**config.mk**
```make
export PLATFORM = sky130hd
export DESIGN_NAME = spi_request_scheduler
export DESIGN_NICKNAME = d
export VERILOG_FILES = /design/src/rtl/thermostat_pkg.sv /design/src/rtl/sched_interval_timer.sv /design/src/rtl/spi_request_scheduler.sv
export SDC_FILE = /design/constraint.sdc
export NUM_CORES = 1
export LEC_CHECK = 0
export CAP_MARGIN = 30
export CORE_MARGIN = 3
export CORE_UTILIZATION = 32
export DETAILED_ROUTE_END_ITERATION = 6
export GPL_TIMING_DRIVEN = 1
export PLACE_DENSITY = 0.49
export SLEW_MARGIN = 5
export SYNTH_ARGS = -nofsm -noshare
export SYNTH_HDL_FRONTEND = slang
export SYNTH_SLANG_ARGS = --single-unit
```
**constraint.sdc**
```tcl
create_clock -name i_clk -period 1.95 [get_ports i_clk]
set_input_delay 0.4875 -clock i_clk [delete_from_list [all_inputs] [get_ports i_clk]]
set_output_delay 0.4875 -clock i_clk [all_outputs]
set_load 0.02 [all_outputs]
```
**src/rtl/thermostat_pkg.sv**
```systemverilog
// Shared definitions for the thermostat SPI request path: scheduler state
// encoding, SPI temperature width, default timing constants and a helper
// that sizes counters.
package thermostat_pkg;

    // Raw temperature width delivered by the SPI handler.
    localparam int c_spi_temp_w = 10;

    // Default timing at the 20 kHz system clock.
    localparam int c_poll_period_dflt = 10000;  // 0.5 s between thermometer polls
    localparam int c_timeout_dflt     = 4000;   // 0.2 s allowed for a ready
    localparam int c_fault_limit_dflt = 3;      // consecutive therm timeouts to flag a fault

    // Scheduler states.
    typedef enum logic [1:0] {
        S_IDLE       = 2'd0,
        S_THERM_WAIT = 2'd1,
        S_PROG_WAIT  = 2'd2,
        S_RELEASE    = 2'd3
    } sched_state_t;

    // Bits needed to hold values 0..n-1; never narrower than one bit.
    function automatic int cnt_width(input int n);
        return (n > 1) ? $clog2(n) : 1;
    endfunction

endpackage

```
**src/rtl/sched_interval_timer.sv**
```systemverilog
// Free-running interval timer: counts 0..g_period-1 and flags the terminal
// count for one clock every period. Used as the thermometer poll tick.
module sched_interval_timer
    import thermostat_pkg::*;
#(
    parameter int g_period = c_poll_period_dflt
)(
    input  logic i_clk,
    input  logic i_reset_n,
    output logic o_tick
);

    localparam int              c_w    = cnt_width(g_period);
    localparam logic [c_w-1:0]  c_last = c_w'(g_period - 1);

    logic [c_w-1:0] r_count;

    // Period counter, wrapping to zero after the terminal count.
    always_ff @(posedge i_clk or negedge i_reset_n) begin
        if (!i_reset_n) begin
            r_count <= '0;
        end else if (r_count == c_last) begin
            r_count <= '0;
        end else begin
            r_count <= r_count + c_w'(1);
        end
    end

    // Terminal-count decode of the counter register; high for one clock per period.
    assign o_tick = (r_count == c_last);

endmodule

```
**src/rtl/spi_request_scheduler.sv**
```systemverilog
// Arbitrates the shared SPI handler between the periodic thermometer poll
// and one-shot schedule-program loads. Requests are levels held until the
// matching ready (or a watchdog timeout), followed by a RELEASE state that
// waits for the handler to drop its ready before any new request, so the
// two requests are never high together. Good temperature readings are
// captured for the thermostat controller; repeated therm timeouts raise a
// sticky fault that the next good reading clears.
module spi_request_scheduler
    import thermostat_pkg::*;
#(
    parameter int g_poll_period = c_poll_period_dflt,
    parameter int g_timeout     = c_timeout_dflt,
    parameter int g_fault_limit = c_fault_limit_dflt
)(
    input  logic                    i_clk,
    input  logic                    i_reset_n,
    input  logic                    i_prog_load_req,
    output logic                    o_prog_busy,
    output logic                    o_prog_done,
    output logic                    o_prog_err,
    output logic                    o_read_therm,
    input  logic                    i_therm_ready,
    input  logic [c_spi_temp_w-1:0] i_spi_temp,
    output logic                    o_read_program,
    input  logic                    i_program_ready,
    output logic [c_spi_temp_w-1:0] o_temperature,
    output logic                    o_temp_update,
    output logic                    o_temp_valid,
    output logic                    o_spi_fault
);

    // Watchdog spans 0..g_timeout-1; fault counter saturates at g_fault_limit.
    localparam int                 c_wd_w    = cnt_width(g_timeout);
    localparam logic [c_wd_w-1:0]  c_wd_last = c_wd_w'(g_timeout - 1);
    localparam int                 c_fc_w    = cnt_width(g_fault_limit + 1);
    localparam logic [c_fc_w-1:0]  c_fc_lim  = c_fc_w'(g_fault_limit);
    localparam logic [c_fc_w-1:0]  c_fc_trip = c_fc_w'(g_fault_limit - 1);

    sched_state_t               r_state;
    logic                       r_therm_pend;
    logic                       r_prog_pend;
    logic                       r_prog_busy;
    logic                       r_rel_prog;     // current RELEASE follows a program load
    logic [c_wd_w-1:0]          r_watchdog;
    logic [c_fc_w-1:0]          r_fault_cnt;
    logic                       r_read_therm;
    logic                       r_read_program;
    logic [c_spi_temp_w-1:0]    r_temperature;
    logic                       r_temp_update;
    logic                       r_temp_valid;
    logic                       r_spi_fault;
    logic                       r_prog_done;
    logic                       r_prog_err;

    logic                       w_tick;
    logic                       w_wd_expired;
    logic                       w_prog_accept;
    logic                       w_take_therm;
    logic                       w_take_prog;
    logic                       w_release_done;

    sched_interval_timer #(
        .g_period (g_poll_period)
    ) u_poll_timer (
        .i_clk     (i_clk),
        .i_reset_n (i_reset_n),
        .o_tick    (w_tick)
    );

    // Decode of arbitration, watchdog expiry and release completion.
    always_comb begin
        w_wd_expired   = 1'b0;
        w_prog_accept  = 1'b0;
        w_take_therm   = 1'b0;
        w_take_prog    = 1'b0;
        w_release_done = 1'b0;
        w_wd_expired   = (r_watchdog == c_wd_last);
        // A load request is only accepted when no load is pending or running.
        w_prog_accept  = i_prog_load_req & ~r_prog_busy;
        if (r_state == S_IDLE) begin
            // Thermometer wins when both are pending in the same cycle.
            w_take_therm = r_therm_pend;
            w_take_prog  = ~r_therm_pend & r_prog_pend;
        end else begin
            w_take_therm = 1'b0;
            w_take_prog  = 1'b0;
        end
        if (r_state == S_RELEASE) begin
            w_release_done = (~i_therm_ready & ~i_program_ready) | w_wd_expired;
        end else begin
            w_release_done = 1'b0;
        end
    end

    // Pending flags: poll ticks arriving while therm is already pending merge into one.
    always_ff @(posedge i_clk or negedge i_reset_n) begin
        if (!i_reset_n) begin
            r_therm_pend <= 1'b0;
            r_prog_pend  <= 1'b0;
        end else begin
            r_therm_pend <= w_tick | (r_therm_pend & ~w_take_therm);
            r_prog_pend  <= w_prog_accept | (r_prog_pend & ~w_take_prog);
        end
    end

    // Program-busy covers pending, PROG_WAIT and the RELEASE that follows a load.
    always_ff @(posedge i_clk or negedge i_reset_n) begin
        if (!i_reset_n) begin
            r_prog_busy <= 1'b0;
        end else begin
            r_prog_busy <= w_prog_accept | (r_prog_busy & ~(w_release_done & r_rel_prog));
        end
    end

    // Request sequencer with inline watchdog, temperature capture and fault tracking.
    always_ff @(posedge i_clk or negedge i_reset_n) begin
        if (!i_reset_n) begin
            r_state        <= S_IDLE;
            r_read_therm   <= 1'b0;
            r_read_program <= 1'b0;
            r_watchdog     <= '0;
            r_rel_prog     <= 1'b0;
            r_temperature  <= '0;
            r_temp_update  <= 1'b0;
            r_temp_valid   <= 1'b0;
            r_fault_cnt    <= '0;
            r_spi_fault    <= 1'b0;
            r_prog_done    <= 1'b0;
            r_prog_err     <= 1'b0;
        end else begin
            // Event outputs are single-clock pulses unless re-raised below.
            r_temp_update <= 1'b0;
            r_prog_done   <= 1'b0;
            r_prog_err    <= 1'b0;
            case (r_state)
                S_IDLE: begin
                    r_watchdog <= '0;
                    if (r_therm_pend) begin
                        r_state      <= S_THERM_WAIT;
                        r_read_therm <= 1'b1;
                    end else if (r_prog_pend) begin
                        r_state        <= S_PROG_WAIT;
                        r_read_program <= 1'b1;
                    end else begin
                        r_read_therm   <= 1'b0;
                        r_read_program <= 1'b0;
                    end
                end
                S_THERM_WAIT: begin
                    if (i_therm_ready) begin
                        r_temperature <= i_spi_temp;
                        r_temp_update <= 1'b1;
                        r_temp_valid  <= 1'b1;
                        r_fault_cnt   <= '0;
                        r_spi_fault   <= 1'b0;
                        r_read_therm  <= 1'b0;
                        r_rel_prog    <= 1'b0;
                        r_watchdog    <= '0;
                        r_state       <= S_RELEASE;
                    end else if (w_wd_expired) begin
                        // Timeout: last good temperature is kept as is.
                        if (r_fault_cnt != c_fc_lim) begin
                            r_fault_cnt <= r_fault_cnt + c_fc_w'(1);
                        end else begin
                            r_fault_cnt <= r_fault_cnt;
                        end
                        if (r_fault_cnt >= c_fc_trip) begin
                            r_spi_fault <= 1'b1;
                        end else begin
                            r_spi_fault <= r_spi_fault;
                        end
                        r_read_therm <= 1'b0;
                        r_rel_prog   <= 1'b0;
                        r_watchdog   <= '0;
                        r_state      <= S_RELEASE;
                    end else begin
                        r_watchdog <= r_watchdog + c_wd_w'(1);
                    end
                end
                S_PROG_WAIT: begin
                    if (i_program_ready || w_wd_expired) begin
                        r_prog_done    <= i_program_ready;
                        r_prog_err     <= ~i_program_ready;
                        r_read_program <= 1'b0;
                        r_rel_prog     <= 1'b1;
                        r_watchdog     <= '0;
                        r_state        <= S_RELEASE;
                    end else begin
                        r_watchdog <= r_watchdog + c_wd_w'(1);
                    end
                end
                S_RELEASE: begin
                    r_read_therm   <= 1'b0;
                    r_read_program <= 1'b0;
                    if (w_release_done) begin
                        r_rel_prog <= 1'b0;
                        r_watchdog <= '0;
                        r_state    <= S_IDLE;
                    end else begin
                        r_watchdog <= r_watchdog + c_wd_w'(1);
                    end
                end
                default: begin
                    r_read_therm   <= 1'b0;
                    r_read_program <= 1'b0;
                    r_rel_prog     <= 1'b0;
                    r_watchdog     <= '0;
                    r_state        <= S_IDLE;
                end
            endcase
        end
    end

    assign o_prog_busy    = r_prog_busy;
    assign o_prog_done    = r_prog_done;
    assign o_prog_err     = r_prog_err;
    assign o_read_therm   = r_read_therm;
    assign o_read_program = r_read_program;
    assign o_temperature  = r_temperature;
    assign o_temp_update  = r_temp_update;
    assign o_temp_valid   = r_temp_valid;
    assign o_spi_fault    = r_spi_fault;

endmodule
```
Word-level counts from Yosys, hierarchy flattened
Index checks and enable logic that the tools add are counted.
{ "totals": {"word_cells": 105, "inputBits": 15, "ff_bits": 51} }
{ "classes": {"order_cmp": 1, "n_reduce_logical": 15, "add_sub_neg": 3, "n_eq_ne": 12, "mux": 40, "bitwise": 18} }
{ "op_table": {"columns": ["op", "n"], "rows": [
  ["two-way mux 12 bit", 4],
  ["case mux 12 bit (4 select lines)", 1],
  ["two-way mux 1 bit", 21],
  ["two-way mux 2 bit", 9],
  ["adder 14 x 1 -> 14 bit (second input constant)", 1],
  ["equality test 14 bit (second input constant)", 1],
  ["two-way mux 14 bit", 1],
  ["adder 12 x 1 -> 12 bit (second input constant)", 1],
  ["equality test 12 bit (second input constant)", 1],
  ["AND reduction 3 bit", 4],
  ["inequality test 3 bit (second input constant)", 3],
  ["case mux 1 bit (3 select lines)", 3],
  ["nonzero test 3 bit", 3],
  ["inequality test 2 bit (second input constant)", 4],
  ["case mux 2 bit (4 select lines)", 1],
  ["AND reduction 4 bit", 2],
  ["bitwise AND 1 bit", 7],
  ["NOT 1 bit", 7],
  ["nonzero test 2 bit", 3],
  ["equality test 2 bit (second input constant)", 2],
  ["bitwise OR 1 bit", 4],
  ["adder 2 x 1 -> 2 bit (second input constant)", 1],
  ["equality test 2 x 1 -> 1 bit (second input constant)", 1],
  [">= comparator 2 bit (second input constant)", 1],
  ["other kinds (3)", 3]
]} }

Logic depth before layout (Yosys ltp)
Gate-level depths: netlist (run 1).
{ "logic_depth": {"ltp_word": 8, "depth_mapped": 7, "ltp_nobuf": 6} }

Modules after synthesis
From an unflattened synthesis (run 1), not the netlist that was laid out.
{ "hier_totals": {"hier_cells": 216, "hier_area_um2": 2398.6} }
{ "by_module_without_submodules": {"columns": ["module", "area_each_um2", "instances", "cells_per_inst"], "rows": [
  ["spi_request_scheduler", 1730.4, 1, 154],
  ["sched_interval_timer", 668.1, 1, 62]
]} }

Least setup slack after synthesis (run 1)
Ideal clock, no wire load.
{ "synth_path": {"kind": "register -> register", "from": "reg r_watchdog[5]", "to": "reg r_rel_prog", "required_time_ps": 1822, "synth_period_minus_slack_ps": 1900, "path_stages_with_launch": 6, "setup_ps": 128, "t_arrival_ps": 1773, "path_slack_ps": 50, "path_buffers": 1, "path_cell_list": "dfrtp_1 or3b_1 or3_1 buf_2 a21oi_1 mux2_1"} }
{ "synth_between": {"elab_chain_cells": 5, "word_cells_on_any_way": 8, "cone_classes": "eq/ne: 4; mux: 1; bitwise: 1; reduce/logical: 2"} }
{ "synth_rtl": {"columns": ["element", "line", "source"], "rows": [
  ["start: declaration", "spi_request_scheduler.sv:44", "logic [c_wd_w-1:0] r_watchdog;"],
  ["start signal: assignment", "spi_request_scheduler.sv:177", "r_watchdog <= r_watchdog + c_wd_w'(1);"],
  ["start signal: assignment", "spi_request_scheduler.sv:189", "r_watchdog <= r_watchdog + c_wd_w'(1);"],
  ["start signal: assignment", "spi_request_scheduler.sv:200", "r_watchdog <= r_watchdog + c_wd_w'(1);"],
  ["equality test 12 bit *", "spi_request_scheduler.sv:77", "w_wd_expired = (r_watchdog == c_wd_last);"],
  ["bitwise OR 1 bit", "spi_request_scheduler.sv:89", "w_release_done = (~i_therm_ready & ~i_program_ready) | w_wd_expired;"],
  ["two-way mux 1 bit", "spi_request_scheduler.sv:88", "if (r_state == S_RELEASE) begin"],
  ["inequality test 2 bit (no source line)", null, null],
  ["AND reduction 4 bit (no source line) *", null, null],
  ["end signal: assignment", "spi_request_scheduler.sv:122", "r_rel_prog <= 1'b0;"],
  ["end signal: assignment", "spi_request_scheduler.sv:157", "r_rel_prog <= 1'b0;"],
  ["end signal: assignment", "spi_request_scheduler.sv:173", "r_rel_prog <= 1'b0;"],
  ["end: declaration", "spi_request_scheduler.sv:43", "logic r_rel_prog;"]
]} }
Every way passes the cells marked *; elsewhere a longest branch is shown, timed or not.
A chain may end at the register's enable or synchronous reset.

Final worst setup path (run 1)
{ "layout_path": {"from": "reg r_prog_busy, in the netlist o_prog_busy", "to": "out o_prog_busy"} }
{ "layout_lines": {"columns": ["element", "line", "source"], "rows": [
  ["start: declaration", "spi_request_scheduler.sv:42", "logic r_prog_busy;"],
  ["start signal: assignment", "spi_request_scheduler.sv:111", "r_prog_busy <= w_prog_accept | (r_prog_busy & ~(w_release_done & r_rel_prog));"],
  ["end: declaration", "spi_request_scheduler.sv:18", "output logic o_prog_busy,"]
]} }
No word-level cell between the ends.

==> qor.yml, run 1 <==
setup_path:
  crit_arrival_ns: 1.37
  critPathTopFamily: "buffers and inverters"
  crit_path_max_incr_delay_ns: 0.64
  cpMaxStageDelayCell: "clkdlybuf4s50_1"
  cp_num_buf_inv: 1
  startpoint_type: "register"
  path_max_fanout: 4
  crit_path_cell_trace: "clkdlybuf4s50_1"
  crit_type: "reg2out"
  worstSetupEndpointType: "output pin"
  required_ns: 1.46
synth:
  synth_top_area_share_pct: 54.52
  synth_edf_count: 0
  synth-async-reset-ratio_pct: 100.0
  syn-instance-count: 211
  yosysWarnings: 0
  postSynthAreaPerCell_um2: 11.09
  synth_top_flop_cell: "dfrtp_1"
  synth_area_um2: 2341
  synth.distinct_cells: 38
  synth.top_cells.by_area: "dfrtp_1 (55%), mux2_2 (5.3%), ha_1 (4.8%)"
  yosysSeqAreaShare_pct: 54.52
  ys_ff_latch: 51
  synthesis.nets: 235
  yosysTopAreaCell: "dfrtp_1"
global_route:
  grt_use_total_pct: 12.11
  first_global_vias: 1685
  grt_max_degree: 52
  grt_pass1_wl_um: 8093
  overflow: 0
  antenna_found_initial: 0
routing:
  drtAntennaViolNets: 0
  drc: 0
  via_per_inst: 4.730
  wl_per_cell_um: 12.56
  first_pass_iters: 4
  wirelength_um: 4561
  vias: 1717
  drt-initial-drc-count: 68
cts:
  clock_latency_ns: 0.31
  clockBufferDepth: 2
  root_buffer: "clkbuf_8"
  postCtsHoldBufs: 0
  cts_tree: "built"
  clkTransAtPathRegs_ns: 0.09
  htreeDepth: 2
  cts_made_buffers: 5
  cts_sinks: 51
floorplanning:
  io_pins: 33
  dieArea_um2: 8378
  coreArea_um2: 6944
  die_h_um: 91.53
  die_x_um: 91.53
  rows: 30
  start_util_pct: 33.71
flow_run:
  maxCapViolations: 0
pwr:
  p_leak_uw: 0.001314
  vdd_drop_max_uv: 461.7
  power_density_nw_per_um2: 1106
cells_and_area:
  utilization_pct: 43.48
  final_area_um2: 3019
  nets: 290
  area.growth.synth_to_final_pct: 28.97
  layout-drive-gt1-share_pct: 14.98
  diodes: 0
place:
  dp_hpwl_um: 3278
  place_area_um2: 2923
  place.gp.congestion: 0.8322
  port_buffers: 32
sta:
  max_slew_margin_pct: 70.11
  clock.fmax_mhz: 539.4
  hold_viol_final: 0
  skew_ns: 0.01203
  tightest_slew_ns: 0.4446
  min_period_ns: 1.854
  rsz0062_at_grt: "false"
  drv_slew: 0
  setup_viol: 0
  finalCritPeriodShare_pct: 95.07
  whs_ns: 0.1447
run_status:
  status: "finished, final reports clean"
worst_hold_path:
  hold_class: "in2async"
==> cells in the final DEF, fill, tap and decap left out, types with 8 or more instances in the layout <==
cell type,n
clkdlybuf4s50_1,31
nand2_1,8
nand4_1,8
mux2_2,11
nor2_1,24
buf_4,17
ha_1,9
dfrtp_1,51
xor2_1,10
o21ai_0,11
a21oi_1,8
xnor2_1,8
inv_1,10
nand3_1,8
==> Yosys cell counts (2+ instances only) <==
library cell,n
dfrtp_1,51
or3_1,4
nor2_1,24
and2_1,4
nand4_1,8
inv_1,10
and4_1,4
a21oi_1,8
mux2_2,11
o211ai_1,2
nand2b_1,4
ha_1,9
or4_1,2
xnor2_1,8
nor3_1,3
buf_2,2
xor2_1,10
nand2_1,8
and3_1,2
a21o_1,2
nand3_1,8
o21ai_0,11
==> stage by stage <==
stage | setup slack [ns] | setup TNS, ns | instances | total power (uW)
final | 0.09617 | 0 | 363 | 3339
after global routing | 0.01314 | 0 | 363 | 3622
after CTS | 0.05715 | 0 | 362 | 3406
after detailed placement | -0.09380 | -0.9716 | 354 | 2788
after global placement | -0.05030 | -0.5487 | 354 | 2787
after floorplan | 0.04959 | 0 | 211 | 2166
==> logic make-up (layout without fill, tap and decap cells) <==
family	count (synthesis)	after routing	share of synthesized area, %
buffers and inverters	13	69	2.191
DFF	51	51	54.52
and+or+nand+nor	78	78	18.23
AOI/OAI and AO/OA	30	30	7.750
xor gates and xnor gates	18	18	6.734
muxes	12	12	5.772
adders and majority gates	9	9	4.810
==> cell type report <==
type,instances,area (um2)
Fill cell,674,3925
Sequential cell,51,1276
Multi-Input combinational cell,147,1021
Timing Repair Buffer,51,483.0
Tap cell,96,120.1
Clock buffer,7,76.32
Inverter,10,37.54
Clock inverter,1,5.005
==> per-layer routing <==
layer / up-vias / global-route usage, % / wire [um]
met3: 6 / 3.728 / 229
li1: 852 / - / -
met1: 834 / 16.20 / 2211
met5: - / 0 / 0
met2: 25 / 17.95 / 2044
met4: 0 / 5.276 / 76
==> state kept, by name (all words and copies together), names as in the netlist <==
name,flops
u_poll_timer.r_count,14
r_watchdog,12
o_temperature,10
r_fault_cnt,2
r_state,2
o_prog_busy,1
o_prog_done,1
o_prog_err,1
o_read_program,1
o_read_therm,1
o_spi_fault,1
o_temp_update,1
o_temp_valid,1
r_prog_pend,1
r_rel_prog,1
r_therm_pend,1
==> path summary, 6_finish.rpt <==
path                                              start                       to  slack, ns  depth (start not counted)
worst max-delay path                        o_prog_busy              o_prog_busy        0.1                          1
worst min register to register  u_poll_timer.r_count[0]  u_poll_timer.r_count[0]       0.46                          1
worst max register to register            r_watchdog[5]               r_state[0]        0.1                          5
min in group i_clk              u_poll_timer.r_count[0]  u_poll_timer.r_count[0]       0.46                          1
worst min-delay path                          i_reset_n            r_watchdog[4]       0.14                          2
max in group asynchronous                     i_reset_n  u_poll_timer.r_count[2]       1.55                          2
==> power breakdown <==
part           internal, uW  switching, uW
Sequential             1270            128
Clock                   253            337
Combinational           693            658
==> what timing repair did <==
action                                  CTS  global route
buffers inserted                          0             1
pin swaps                                 0             1
endpoints found under the setup margin    2             2
gates resized for setup                   1             1
Power figures use the tool's default switching activity.
==> run 2: changes to the inputs <==
--- a/config.mk
+++ b/config.mk
@@ -6,8 +6,9 @@
 export NUM_CORES = 1
 export LEC_CHECK = 0
 export CAP_MARGIN = 30
-export CORE_MARGIN = 3
+export CORE_MARGIN = 1
 export CORE_UTILIZATION = 32
+export CTS_CLUSTER_DIAMETER = 80
 export DETAILED_ROUTE_END_ITERATION = 6
 export GPL_TIMING_DRIVEN = 1
 export PLACE_DENSITY = 0.49
==> run 2 against run 1 <==
Compared with the run above:
- sequential power about the same
- flip-flop and latch count stayed put
- first-iteration DRC count unchanged
- sequential share of layout area down 0.67 points
- routed wire length rose by 1.4%
- register-to-register slack is essentially flat
- core utilization grew 0.70 points
- critical endpoint is now r_rel_prog
- largest cell class unchanged
- largest power group unchanged
==> qor.yml, run 2 (synthesis gave the netlist of run 1 again) <==
run_status:
  status: "finished, final reports clean"
routing:
  wl_met2_um: 2092  # +2.3%
  drtAntennaViolNets: 0  # unchanged
  wl_per_cell_um: 12.74  # +1.4%
  route.top_layer_used: "met4"
  wirelength_um: 4623  # +1.4%
  drc: 0  # unchanged
  wirelength_met1_um: 2310  # +4.5%
  via_per_inst: 4.667  # -1.3%
  drt-initial-drc-count: 68  # unchanged
  first_pass_iters: 4  # unchanged
  vias: 1694  # -1.3%
  route.met3.wl_um: 139  # -39%
global_route:
  grt_use_total_pct: 13.51  # +1.4 points
  grt_pass1_wl_um: 7990  # -1.3%
  antenna_found_initial: 0  # unchanged
  grt_max_degree: 41  # -21%
  first_global_vias: 1706  # +1.2%
  overflow: 0  # unchanged
setup_path:
  path_max_fanout: 6  # +2
  reg2regPathDepth: 4  # -1
  crit_type: "reg2reg"
  startpoint_type: "register"
  cpMaxStageDelayCell: "or3_4"
  r2r_start: "r_watchdog[5]"
  worst-r2r-setup-slack_ns: 0.11  # about the same
  required_ns: 2.14  # +0.68 ns
  crit-reg2reg-capture: "r_rel_prog"
  worstSetupEndpointType: "register"
  crit_path_cell_trace: "or3b_1 -> or3_4 -> a21oi_1 -> mux2_1"
  crit_path_max_incr_delay_ns: 0.44  # -0.20 ns
  crit_arrival_ns: 2.04  # +0.67 ns
cts:
  clock_latency_ns: 0.30  # about the same
  htreeDepth: 2  # unchanged
  cts_tree: "built"
  postCtsHoldBufs: 0  # unchanged
  clockBufferDepth: 2  # unchanged
  root_buffer: "clkbuf_8"
  clkTransAtPathRegs_ns: 0.09  # about the same
  cts_sinks: 51  # unchanged
  cts_made_buffers: 5  # unchanged
sta:
  drv_slew: 0  # unchanged
  finalCritPeriodShare_pct: 94.56  # -0.51 points
  max_slew_margin_pct: 75.77  # +5.7 points
  clock.fmax_mhz: 542.3  # +0.54%
  whs_ns: 0.06134  # -0.08338 ns
  setup_viol: 0  # unchanged
  skew_ns: 0.005593  # -0.006441 ns
  rsz0062_at_grt: "false"
  min_period_ns: 1.844  # -0.009930 ns
  hold_viol_final: 0  # unchanged
  tightest_slew_ns: 0.3604  # -0.08416 ns
floorplanning:
  dieArea_um2: 7662  # -8.5%
  start_util_pct: 33.71  # unchanged
  coreArea_um2: 6944  # unchanged
  die_x_um: 87.53  # -4.4%
  rows: 30  # unchanged
  die_h_um: 87.53  # -4.4%
  io_pins: 33  # unchanged
cells_and_area:
  area.growth.synth_to_final_pct: 31.05
  final_common_cell: "dfrtp_1"
  largest_reg_flops: 14  # unchanged
  layout_common_cells: "dfrtp_1 (51), clkdlybuf4s50_1 (31), nor2_1 (24), buf_4 (17)"
  n_fill_cell: 712  # +5.6%
  layout-drive-gt1-share_pct: 14.98  # unchanged
  regMostFlops: "u_poll_timer.r_count"
  utilization_pct: 44.18  # +0.70 points
  diodes: 0  # unchanged
  nets: 290  # unchanged
place:
  port_buffers: 32  # unchanged
  dp_hpwl_um: 3290  # +0.37%
  place.gp.congestion: 0.7898  # -5.1%
flow_run:
  maxCapViolations: 0  # unchanged
pwr:
  seqPwrFrac_pct: 38.9  # -3.0 points
  clock_power_share_pct: 23.9  # +6.3 points
  p_sw_uw: 1148  # +2.2%
  power_density_nw_per_um2: 1179  # +6.6%
  p_sw_share_pct: 31.73  # -1.9 points
  vdd_drop_max_uv: 431.1  # -6.6%
  combPwrFrac_pct: 37.1  # -3.4 points
  p_int_uw: 2470  # +11%
  p_leak_uw: 0.001334  # +1.5%
worst_hold_path:
  hold_class: "in2async"
run 2: repair_timing:
action	in CTS	in global routing
setup endpoints to repair	0	2
setup buffers	0	0
resized for setup	0	1
run 2: worst max-delay path: cells and delay by family (launching register included):
family / cells / cell delay, ns
AO/OA/AOI/OAI: 1 / 0.19
flip-flops: 1 / 0.38
multiplexers: 1 / 0.33
AND/OR/NAND/NOR: 2 / 0.83
run 2: routing by layer:
metal,GRT usage [%],vias up
li1,-,856
met1,17.93,812
met2,20.81,18
met3,3.582,8
met4,5.961,0
met5,0,-
run 2: power groups by stage:
stage / sequential, uW / clock, uW / combinational [uW]
after floorplan: 1580 / 0 / 587
after global placement: 1430 / 0 / 1360
after detailed placement: 1430 / 0 / 1350
after CTS: 1410 / 902 / 1360
after global routing: 1440 / 940 / 1500
final: 1410 / 866 / 1340
run 2: final cells by class:
| class | count | area, um2 | area share [%] |
|---|---|---|---|
| Sequential cell | 51 | 1276 | 41.60 |
| Timing Repair Buffer | 51 | 483.0 | 15.74 |
| Tap cell | 96 | 120.1 | 3.915 |
| Clock inverter | 2 | 60.06 | 1.958 |
| Inverter | 10 | 37.54 | 1.223 |
| Multi-Input combinational cell | 147 | 1018 | 33.20 |
| Clock buffer | 6 | 72.57 | 2.365 |
run 2: stage by stage:
stage               worst slack (ns)  area, um2  setup TNS (ns)  total power (uW)  cells
floorplan                    0.04959       2341               0              2166    211
global placement            -0.07080       2930         -0.7958              2787    355
detailed placement           -0.1416       2930          -1.569              2785    355
CTS                          0.02583       3063               0              3678    363
global route                 0.03464       3068               0              3879    363
finish                        0.1061       3068               0              3618    363
run 2: worst max path at each step:
stage / start / endpoint / slack (ns) / cells past startpoint
finish: r_watchdog[5] / r_rel_prog / 0.11 / 4
global route: r_watchdog[5] / r_state[0] / 0.03 / 5
CTS: r_watchdog[5] / r_rel_prog / 0.03 / 4
detailed placement: i_program_ready / r_watchdog[4] / -0.14 / 6
global placement: i_program_ready / r_watchdog[8] / -0.07 / 6
floorplan: r_watchdog[5] / r_rel_prog / 0.05 / 5
==> run 3: changes to the inputs <==
--- a/config.mk
+++ b/config.mk
@@ -15,4 +15,5 @@
 export SLEW_MARGIN = 5
 export SYNTH_ARGS = -nofsm -noshare
 export SYNTH_HDL_FRONTEND = slang
+export SYNTH_HIERARCHICAL = 1
 export SYNTH_SLANG_ARGS = --single-unit
==> run 3 against run 2 <==
Compared with the run above:
- sequential power down 5%
- fmax about the same
- core utilization down 1.7 points
- first-iteration DRC count down 46%
- area after synthesis up 2.5%
- clock skew up 0.0029 ns
- die area up 2.4%
- global-route usage about the same
- non-clock buffer count down 6
- clock power about the same
- flip-flop and latch count unchanged
- design area up 0.45%
==> qor.yml, run 3 <==
pwr:
  p_int_uw: 2358  # -4.6%
  vdd_drop_max_uv: 462.0  # +7.2%
  seqPwrFrac_pct: 39.3  # +0.4 points
  power_density_nw_per_um2: 1107  # -6.1%
  combPwrFrac_pct: 35.4  # -1.7 points
  p_sw_uw: 1054  # -8.2%
  p_sw_share_pct: 30.89  # -0.83 points
  clock_power_share_pct: 25.3  # +1.4 points
  p_leak_uw: 0.001361  # +2.0%
flow_run:
  maxCapViolations: 0  # unchanged
cts:
  cts_made_buffers: 5  # unchanged
  post-cts-setup-buffers: 0  # unchanged
  cts_sinks: 51  # unchanged
  clock_latency_ns: 0.30  # about the same
  clkTransAtPathRegs_ns: 0.10  # about the same
  clockBufferDepth: 2  # unchanged
  cts_tree: "built"
  htreeDepth: 2  # unchanged
  root_buffer: "clkbuf_8"
  postCtsHoldBufs: 0  # unchanged
  post_cts_resized: 0  # unchanged
setup_path:
  critPathTopFamily: "buffers and inverters"
  required_ns: 1.46  # -0.68 ns
  path_max_fanout: 4  # -2
  crit_cells: 1  # -3
  cp_num_buf_inv: 1  # +1
  cpMaxStageDelayCell: "clkdlybuf4s50_1"
  crit_path_cell_trace: "clkdlybuf4s50_1"
  reg2regPathDepth: 7  # +3
  worstSetupEndpointType: "output pin"
  startpoint_type: "register"
  crit_type: "reg2out"
  crit_path_max_incr_delay_ns: 0.63  # +0.19 ns
  crit_arrival_ns: 1.36  # -0.68 ns
sta:
  clock.fmax_mhz: 542.4  # about the same
  tightest_slew_ns: 0.3590  # -0.001417 ns
  drv_slew: 0  # unchanged
  finalCritPeriodShare_pct: 94.55  # about the same
  skew_ns: 0.008542  # +0.002949 ns
  setup_viol: 0  # unchanged
  fin_ws_ns: 0.1062  # +0.00008600 ns
  min_period_ns: 1.844  # -0.00008600 ns
  hold_viol_final: 0  # unchanged
  max_slew_margin_pct: 75.85  # about the same
  rsz0062_at_grt: "false"
synth:
  synth.distinct_cells: 38  # unchanged
  synth_edf_count: 0  # unchanged
  postSynthAreaPerCell_um2: 11.10  # about the same
  synth_area_um2: 2399  # +2.5%
  synth_top_area_share_pct: 53.21  # -1.3 points
  synth.top_cells.by_area: "dfrtp_1 (53%), ha_1 (5.2%), nor2_1 (5.0%)"
  synthesis.nets: 241  # +2.6%
  ys_ff_latch: 51  # unchanged
  yosysWarnings: 6  # +6
  yosysSeqAreaShare_pct: 53.21  # -1.3 points
  yosysTopAreaCell: "dfrtp_1"
  synth_top_flop_cell: "dfrtp_1"
  ys_top_cells_by_count: "dfrtp_1 (51), nor2_1 (32), inv_1 (12), xnor2_1 (11)"
  yosysMostFrequentCell: "dfrtp_1"
  synth-async-reset-ratio_pct: 100.0  # unchanged
  syn-instance-count: 216  # +2.4%
global_route:
  grt_max_degree: 52  # +27%
  grt_use_total_pct: 13.48  # -0.026 points
  grt_pass1_wl_um: 7886  # -1.3%
  overflow: 0  # unchanged
  first_global_vias: 1674  # -1.9%
  antenna_found_initial: 0  # unchanged
cells_and_area:
  layout-drive-gt1-share_pct: 13.86  # -1.1 points
  multi_input_area_um2: 1066  # +4.7%
  final_area_um2: 3082  # +0.45%
  final_common_cell: "dfrtp_1"
  area.growth.synth_to_final_pct: 28.48
  nets: 291  # +0.34%
  layout_common_cells: "dfrtp_1 (51), nor2_1 (32), clkdlybuf4s50_1 (31), inv_1 (12)"
  seq_area_um2: 1276  # unchanged
  n_fill_cell: 702  # -1.4%
  final_cells: 366  # +0.83%
  largest_reg_flops: 14  # unchanged
  diodes: 0  # unchanged
  regMostFlops: "u_poll_timer/r_count"
routing:
  drc: 0  # unchanged
  first_pass_iters: 4  # unchanged
  vias: 1673  # -1.2%
  drtAntennaViolNets: 0  # unchanged
  wirelength_um: 4587  # -0.78%
  wl_per_cell_um: 12.53  # -1.6%
  via_per_inst: 4.571  # -2.0%
  drt-initial-drc-count: 37  # -46%
floorplanning:
  start_util_pct: 33.07  # -0.64 points
  dieArea_um2: 7846  # +2.4%
  coreArea_um2: 7253  # +4.5%
  die_h_um: 88.58  # +1.2%
  rows: 31  # +3.3%
  die_x_um: 88.58  # +1.2%
  io_pins: 33  # unchanged
place:
  dp_hpwl_um: 3300  # +0.32%
  dp_cells: 358  # +0.85%
  place.gp.congestion: 0.7447  # -5.7%
  place_area_um2: 2949  # +0.64%
  dp_slack_ns: -0.08791  # +0.05372 ns
  port_buffers: 32  # unchanged
run_status:
  status: "finished, final reports clean"
worst_hold_path:
  hold_class: "in2async"
-- run 3: cell types whose count changed after synthesis, moves of 3 or more --
cell,change
a21oi_1,-3
a22o_1,+3
and2_1,-3
and4_1,-4
nand4_1,-4
nor2_1,+8
nor3_1,+5
nor4_1,+5
o21ai_0,-4
xnor2_1,+3
-- run 3: final timing paths --
kind                               from                      end  slack [ns]
max reg2reg                  r_state[0]               r_rel_prog        0.21
min reg2reg                o_temp_valid             o_temp_valid        0.48
max                         o_prog_busy              o_prog_busy        0.11
min                           i_reset_n             o_read_therm        0.15
min in group i_clk         o_temp_valid             o_temp_valid        0.48
max in group asynchronous     i_reset_n  u_poll_timer/r_count[3]        1.55
-- run 3: worst register-to-register path, cell delays in order, from the launching register on --
cell	delay, ns
dfrtp_1	0.43
inv_1	0.12
ha_1	0.20
nand2b_1	0.09
and3_1	0.18
buf_4	0.14
o21bai_1	0.15
mux2_1	0.33
-- run 3: power groups by stage --
stage	combinational [uW]	sequential (uW)	clock [uW]
2_1_floorplan	535	1510	0
3_3_place_gp	1220	1360	0
3_5_place_dp	1220	1370	0
4_1_cts	1230	1350	903
5_1_grt	1330	1370	943
6_report	1210	1340	863
-- run 3: per-layer routing --
| layer | vias up | share of wire [%] | track usage, % |
|---|---|---|---|
| li1 | 847 | - | - |
| met1 | 796 | 47 | 17.26 |
| met2 | 24 | 48 | 21.96 |
| met3 | 6 | 2.7 | 3.638 |
| met4 | 0 | 1.4 | 4.839 |
| met5 | - | 0 | 0 |
-- run 3: kinds of logic (layout without fill, tap and decap cells) --
kind of cell / after synthesis / after routing / share of synthesized area (%)
compound gates: 24 / 24 / 6.521
xor+xnor: 20 / 20 / 7.303
fa+ha+maj: 10 / 10 / 5.216
buf+inv: 14 / 65 / 2.347
flops: 51 / 51 / 53.21
mux: 13 / 13 / 5.999
simple gates: 84 / 84 / 19.41
-- run 3: area by class of cell --
cell class,instances,area share [%]
Clock buffer,6,2.355
Clock inverter,2,1.949
Inverter,12,1.462
Multi-Input combinational cell,151,34.59
Sequential cell,51,41.41
Tap cell,99,4.019
Timing Repair Buffer,45,14.21
-- run 3: stage by stage --
stage | utilization [%] | TNS (ns) | total power (uW) | hold slack [ns]
finish | 42.49 | 0 | 3412 | 0.1518
global route | 42.49 | 0 | 3637 | 0.1651
CTS | 42.49 | 0 | 3476 | 0.1615
detailed placement | 40.66 | -0.6898 | 2588 | 0.4523
global placement | 40.66 | -0.4487 | 2581 | 0.4547
floorplan | - | 0 | 2042 | 0.1919
